==> config.mk <==
export PLATFORM = sky130hd
export DESIGN_NAME = alu_sequencer
export DESIGN_NICKNAME = d
export VERILOG_FILES = /design/src/rtl/alu_sequencer.sv
export SDC_FILE = /design/constraint.sdc
export NUM_CORES = 1
export LEC_CHECK = 0
export CORE_MARGIN = 5
export CORE_UTILIZATION = 59
export CTS_CLUSTER_SIZE = 25
export DETAILED_ROUTE_END_ITERATION = 8
export GPL_TIMING_DRIVEN = 0
export HOLD_SLACK_MARGIN = 0.15
export PLACE_DENSITY = 0.81
export SKIP_CTS_REPAIR_TIMING = 1
export SLEW_MARGIN = 20
export SYNTH_ARGS = -nofsm -noshare
export SYNTH_HDL_FRONTEND = slang
export SYNTH_SLANG_ARGS = --single-unit
==> constraint.sdc <==
create_clock -name clk -period 2.4 [get_ports clk]
set_clock_uncertainty 0.05 [all_clocks]
set_input_delay 0.24 -clock clk [delete_from_list [all_inputs] [get_ports clk]]
set_output_delay 0.24 -clock clk [all_outputs]
set_load 0.1 [all_outputs]
==> src/rtl/alu_sequencer.sv <==
// alu_sequencer: two-cycle FETCH/EXEC program sequencer for a 4-bit ALU datapath.
// In: clk, reset (sync, low), start, prog_we/addr/data, c_in, z_in.
// Out: accu_en, bus1_en, bus2_en, in_bus1, Sel, pc, busy, done, error.
module alu_sequencer #(
  parameter int ADDR_W   = 4,
  parameter int WATCHDOG = 64
) (
  input  logic              clk,
  input  logic              reset,
  input  logic              start,
  input  logic              prog_we,
  input  logic [ADDR_W-1:0] prog_addr,
  input  logic [7:0]        prog_data,
  input  logic              c_in,
  input  logic              z_in,
  output logic              accu_en,
  output logic              bus1_en,
  output logic              bus2_en,
  output logic [3:0]        in_bus1,
  output logic [2:0]        Sel,
  output logic [ADDR_W-1:0] pc,
  output logic              busy,
  output logic              done,
  output logic              error
);

  localparam int SW = $clog2(WATCHDOG + 1);

  typedef enum logic [1:0] {
    IDLE  = 2'd0,
    FETCH = 2'd1,
    EXEC  = 2'd2,
    DONE  = 2'd3
  } state_t;

  state_t state, state_nx;

  logic [7:0]        mem [2**ADDR_W];
  logic [7:0]        ir;
  logic              flag_c;
  logic              flag_z;
  logic              ran;
  logic [SW-1:0]     steps;

  logic              alu_op;
  logic              halt;
  logic              taken;
  logic              wd_hit;
  logic [ADDR_W-1:0] target;
  logic [ADDR_W-1:0] pc_inc;

  assign alu_op = ~ir[7];
  assign halt   = ir[7] & (ir[6:5] == 2'b00);
  assign target = ADDR_W'(ir[3:0]);
  assign pc_inc = pc + ADDR_W'(1);
  // this EXEC is the last one the watchdog allows
  assign wd_hit = (steps == SW'(WATCHDOG - 1));

  always_comb begin
    taken = 1'b0;
    case (ir[6:5])
      2'b01:   taken = 1'b1;
      2'b10:   taken = flag_z;
      2'b11:   taken = flag_c;
      default: taken = 1'b0;
    endcase
  end

  // state register
  always_ff @(posedge clk) begin
    if (!reset) state <= IDLE;
    else        state <= state_nx;
  end

  // next state
  always_comb begin
    state_nx = state;
    case (state)
      IDLE:    if (start) state_nx = FETCH;
      FETCH:   state_nx = EXEC;
      EXEC:    state_nx = (halt | wd_hit) ? DONE : FETCH;
      DONE:    state_nx = IDLE;
      default: state_nx = IDLE;
    endcase
  end

  // outputs: decode of state and ir only
  always_comb begin
    accu_en = 1'b0;
    bus1_en = 1'b0;
    in_bus1 = 4'd0;
    Sel     = 3'd0;
    busy    = (state == FETCH) || (state == EXEC);
    done    = (state == DONE);
    bus2_en = ran;
    if (state == EXEC && alu_op) begin
      accu_en = 1'b1;
      bus1_en = 1'b1;
      Sel     = ir[6:4];
      in_bus1 = ir[3:0];
    end
  end

  // program RAM survives reset
  always_ff @(posedge clk) begin
    if (reset && state == IDLE && prog_we)
      mem[prog_addr] <= prog_data;
  end

  always_ff @(posedge clk) begin
    if (!reset) begin
      pc     <= '0;
      ir     <= '0;
      flag_c <= 1'b0;
      flag_z <= 1'b0;
      steps  <= '0;
      error  <= 1'b0;
      ran    <= 1'b0;
    end else begin
      case (state)
        IDLE: begin
          if (start) begin
            pc     <= '0;
            steps  <= '0;
            flag_c <= 1'b0;
            flag_z <= 1'b0;
            error  <= 1'b0;
            ran    <= 1'b1;
          end
        end
        FETCH: ir <= mem[pc];
        EXEC: begin
          steps <= steps + SW'(1);
          if (wd_hit) error <= 1'b1;
          if (alu_op) begin
            flag_c <= c_in;
            flag_z <= z_in;
            pc     <= pc_inc;
          end else if (!halt) begin
            pc <= taken ? target : pc_inc;
          end
        end
        default: ;
      endcase
    end
  end

endmodule

# After elaboration in Yosys (flattened, before gate mapping)
# Memories as Yosys holds them, arrays and structs flattened. A register that Yosys moved wholly into a read port is not among the register bits.
# Index checks and enable logic that the tools add are counted.
[classes]
eq_ne = 11
n_addsub = 2
n_reduce_logical = 13
bitwise_logic = 3
mux = 23
[ops]
columns = ["operator", "n"]
rows = [
  ["4-bit two-way mux", 5],
  ["7-bit case mux with 2 select lines", 1],
  ["3-bit AND reduction", 3],
  ["2-bit == test (second input constant)", 4],
  ["2-bit case mux with 4 select lines", 1],
  ["4-bit case mux with 2 select lines", 1],
  ["7-bit by 1-bit adder with 7-bit output (second input constant)", 1],
  ["7-bit by 6-bit == test with 1-bit output (second input constant)", 1],
  ["1-bit two-way mux", 7],
  ["7-bit two-way mux", 1],
  ["2-bit inequality test (second input constant)", 3],
  ["1-bit case mux with 2 select lines", 3],
  ["4-bit by 1-bit adder with 4-bit output (second input constant)", 1],
  ["2-bit by 1-bit == test with 1-bit output (second input constant)", 2],
  ["2-bit zero test", 2],
  ["2-bit two-way mux", 2],
  ["2-bit AND reduction", 2],
  ["1-bit logical AND", 3],
  ["3-bit two-way mux", 1],
  ["3-bit inequality test (second input constant)", 1],
  ["1-bit case mux with 3 select lines", 1],
  ["2-bit nonzero test", 1],
  ["1-bit bitwise AND", 1],
  ["1-bit zero test", 1],
  ["3 further kinds", 3],
]
[totals]
out_inout_bits = 17
ram_bits = 128
mem_count = 1
reg_bits = 17
inputBits = 18
wordCells = 60
[memory_table]
columns = ["name", "depth", "width", "rd", "rd_ports_with_merged_regs", "write_ports", "line", "rtl"]
rows = [
  ["mem", 16, 8, 1, 1, 1, "38", "logic [7:0] mem [2**ADDR_W];"],
]

# Logic depth before layout (Yosys ltp)
[logic_depth]
ltp_word = 6
ltp_mapped = 8
ltp_nobuf = 7

# Least setup slack after synthesis
# No wires, ideal clock.
[synth_timing]
path_type = "reg-to-output"
startpoint = "register state[0]"
endpoint = "output port Sel[0]"
stages_incl_launch_ff = 6
t_required_ns = 2.110
setup_slack_ns = -1.214
arrival_ns = 3.324
cell_sequence = "dfxtp_1 -> inv_1 -> ha_1 -> clkbuf_1 -> nor2b_1 -> and2_1"
[synth_between]
elab_chain_len = 3
[synth_lines]
columns = ["item", "line", "rtl"]
rows = [
  ["start, declared", "36", "state_t state, state_nx;"],
  ["start signal, assigned", "72", "else state <= state_nx;"],
  ["2-bit == test", "96", "if (state == EXEC && alu_op) begin"],
  ["1-bit logical AND", "96", ""],
  ["3-bit two-way mux", "96", ""],
  ["end, declared", "20", "output logic [2:0] Sel,"],
]
# Every way passes these cells.

# Worst setup path after layout
[layout_timing]
startpoint = "register state[1]"
endpoint = "memory mem[12][7] (enable)"
[layout_between]
elab_chain_len = 5
[layout_lines]
columns = ["item", "line", "rtl"]
rows = [
  ["2-bit zero test", "106", "if (reset && state == IDLE && prog_we)"],
  ["1-bit logical AND (2 in a row)", "106", ""],
  ["1-bit two-way mux", "106", ""],
  ["1-bit two-way mux (implied by the code)", "107", "mem[prog_addr] <= prog_data;"],
  ["end, declared", "38", ""],
]
# Every way passes these cells.

==> reports/results.ini <==
[floorplanning]
die_h_um = 112
core_area_um2 = 10300
ios = 35
die-area_um2 = 12600
rows = 37
start_util_pct = 60.3
dieWidth_um = 112

[clock_network]
root_buffer = clkbuf_8
clock_sinks = 153
cts.path.max_buffers = 2
cts_buffers = 17
clk_latency_ns = 0.53
tritoncts = yes
cts-htree-levels = 4
cts.clk_slew.worst_paths_ns = 0.07

[power]
totalPowerFinal_mw = 6.35
max-vdd-ir-drop_mv = 0.489
p_leak_nw = 2.48
p_per_area_nw_per_um2 = 858

[place]
dpl_cell_area_um2 = 6740
numPortBuffers = 34
dp.cells = 556
finalWeightedCongestion = 0.849
dp_slack_ns = -0.521
dp_hpwl_mm = 8.23

[timing]
fin_crit_ns = 2.47
tightest_slew_ns = 0.972
setup_viol = 24
timing.hold.ws_ns = 0.359
max_freq_mhz = 405
finalSetupTns_ns = -1.07
rsz0062_at_grt = true
final_hold_viol_count = 0
slew_viol_final = 0
fin_crit_sh_pct = 103
slew_headroom_pct = 35.1
setup_slack_ns = -0.0700

[critical_path]
worstPathCellList = inv_1, ha_1, nand3_1, or3_1, nor2_1
worstPathArrival_ns = 2.57
slowest_stage = nor2_1
crit_type = register to register
crit_family = simple AND/OR/NAND/NOR gates
worstPathRequired_ns = 2.50
cp_num_buf_inv = 1
critPathMaxStageDelay_ns = 0.66
endpoint_kind = register
path_max_fanout = 8
worstSetupStartpointType = register

[cells_and_area]
post-route-util_pct = 72.0
nets = 465
syn2layout_area_growth_pct = 19.6
drive_gt1_share_pct = 25.6
finish.instance_area_um2 = 7400
multi_input_area_um2 = 1820
regArea_um2 = 4350
diodes = 0
fillCellCount = 627
fin_cells = 589

[synthesis]
synth_area_leader_cell = edfxtp_1
ys_async_sr_fraction_pct = 0
synth_area_um2 = 6190
synth-seq-area-share_pct = 70.2
yosys_register_bits = 153
synthTopCellsByArea = edfxtp_1 (62%), dfxtp_1 (8.1%), mux4_2 (5.8%), mux2_2 (4.2%), nor2_1 (2.0%)
synth_ff_type = edfxtp_1
synth_top_area_share_pct = 62.1
syn_nets = 411
synth_cell_types = 43
yosys_warnings = 0
avgSynthCellArea_um2 = 16.0
synth_edf_count = 128
synthCells = 386

[hold_path]
hp-class = input port to register

[detailed_routing]
viasPerCell = 6.25
drt_iter0_markers = 361
drt-wirelength-per-cell_um = 22.0
routed_wl_mm = 12.9
drc = 0
antenna_left = 0
vias = 3683
first_pass_iters = 5

[global_route]
grt_util_all_layers_pct = 21.1
antenna_found_initial = 0
grt_pass1_vias = 3665
overflow = 0
grt_max_degree = 17
grt_pass1_wl_mm = 19.8

[status]
violations = setup timing
outcome = complete, but fails checks

[flow_run]
cap_viol_max_count = 0

-- cell families after synthesis --
logic type / Yosys count / share of synthesized area, %
AOI/OAI and AO/OA: 55 / 6.67
xor gates and xnor gates: 3 / 0.424
adders and majority gates: 7 / 1.41
buffers and inverters: 22 / 1.68
DFF: 153 / 70.2
muxes: 53 / 12.3
and+or+nand+nor: 93 / 7.31
-- sequential cells by signal, summed over array words and instances (netlist names) --
signal,count
bus2_en,1
error,1
flag_c,1
flag_z,1
ir,8
mem,128
pc,4
state,2
steps,7
-- tightest hold or removal path: stages --
cell and delay (ns):
clkdlybuf4s50_1 0.51, a21oi_1 0.08, nor2_1 0.07
-- layout by cell type (no fill, tap or decap), drive strengths merged, types with 2 or more instances in the layout --
cell type / instances
clkinv: 2
a221o: 8
nand2b: 7
mux2: 27
clkdlybuf4s50: 20
nor3: 5
a31oi: 2
mux2i: 10
ha: 7
o22ai: 8
a2111oi: 8
clkbuf: 24
a211oi: 9
xor2: 2
inv: 13
a22oi: 4
edfxtp: 128
bufinv: 3
and2: 7
o21ai: 5
or3: 2
mux4: 16
a21oi: 6
dlymetal6s2s: 4
nor2b: 11
nand3: 7
nor2: 33
dfxtp: 25
nand2: 16
buf: 21
-- area by class of cell --
cell class	count	area share, %
repair buffers	34	4.53
plain buffers	17	1.20
multi-input cells	212	24.6
inverters	5	0.254
well taps	136	2.30
clock inverters	14	2.74
clock buffers	18	5.64
flip-flops and latches	153	58.7
-- final timing paths --
path              cells after the start         end  slack (ns)     start
hold / removal                        3     bus2_en        0.36     start
hold reg to reg                       2       error        0.40     error
setup / recovery                      5  mem[12][7]       -0.07  state[1]
setup reg to reg                      5  mem[12][7]       -0.07  state[1]
-- layer usage --
| layer | vias up | track usage [%] | wire (µm) | share of wire, % |
|---|---|---|---|---|
| li1 | 1636 | - | - | - |
| met1 | 1797 | 28.1 | 5160 | 40 |
| met2 | 212 | 34.5 | 6320 | 49 |
| met3 | 38 | 4.31 | 1160 | 9.0 |
| met4 | 0 | 8.09 | 308 | 2.4 |
| met5 | - | 0 | 0 | 0 |
-- Yosys cell counts (2+ instances only) --
| library cell | number |
|---|---|
| nor2b_1 | 10 |
| a211oi_1 | 9 |
| a21oi_1 | 6 |
| nand2_1 | 16 |
| and2_1 | 7 |
| clkbuf_1 | 5 |
| buf_2 | 8 |
| xor2_1 | 2 |
| a2111oi_0 | 8 |
| nor3_1 | 5 |
| a221o_1 | 8 |
| o22ai_1 | 8 |
| nand3_1 | 7 |
| a22oi_1 | 4 |
| buf_1 | 2 |
| or3_1 | 2 |
| nand2b_1 | 7 |
| ha_1 | 7 |
| edfxtp_1 | 128 |
| inv_1 | 5 |
| dfxtp_1 | 25 |
| mux2_1 | 4 |
| mux2i_1 | 10 |
| mux2_2 | 23 |
| o21ai_0 | 5 |
| nor2_1 | 33 |
| mux4_2 | 16 |
-- report_power, final --
group / leakage (nW) / switching, mW / internal, mW
combinational: 0.827 / 0.434 / 0.170
clock: 0.301 / 1.13 / 1.64
sequential: 1.36 / 0.0452 / 2.93
No activity file was read; power rests on OpenSTA's default activity.
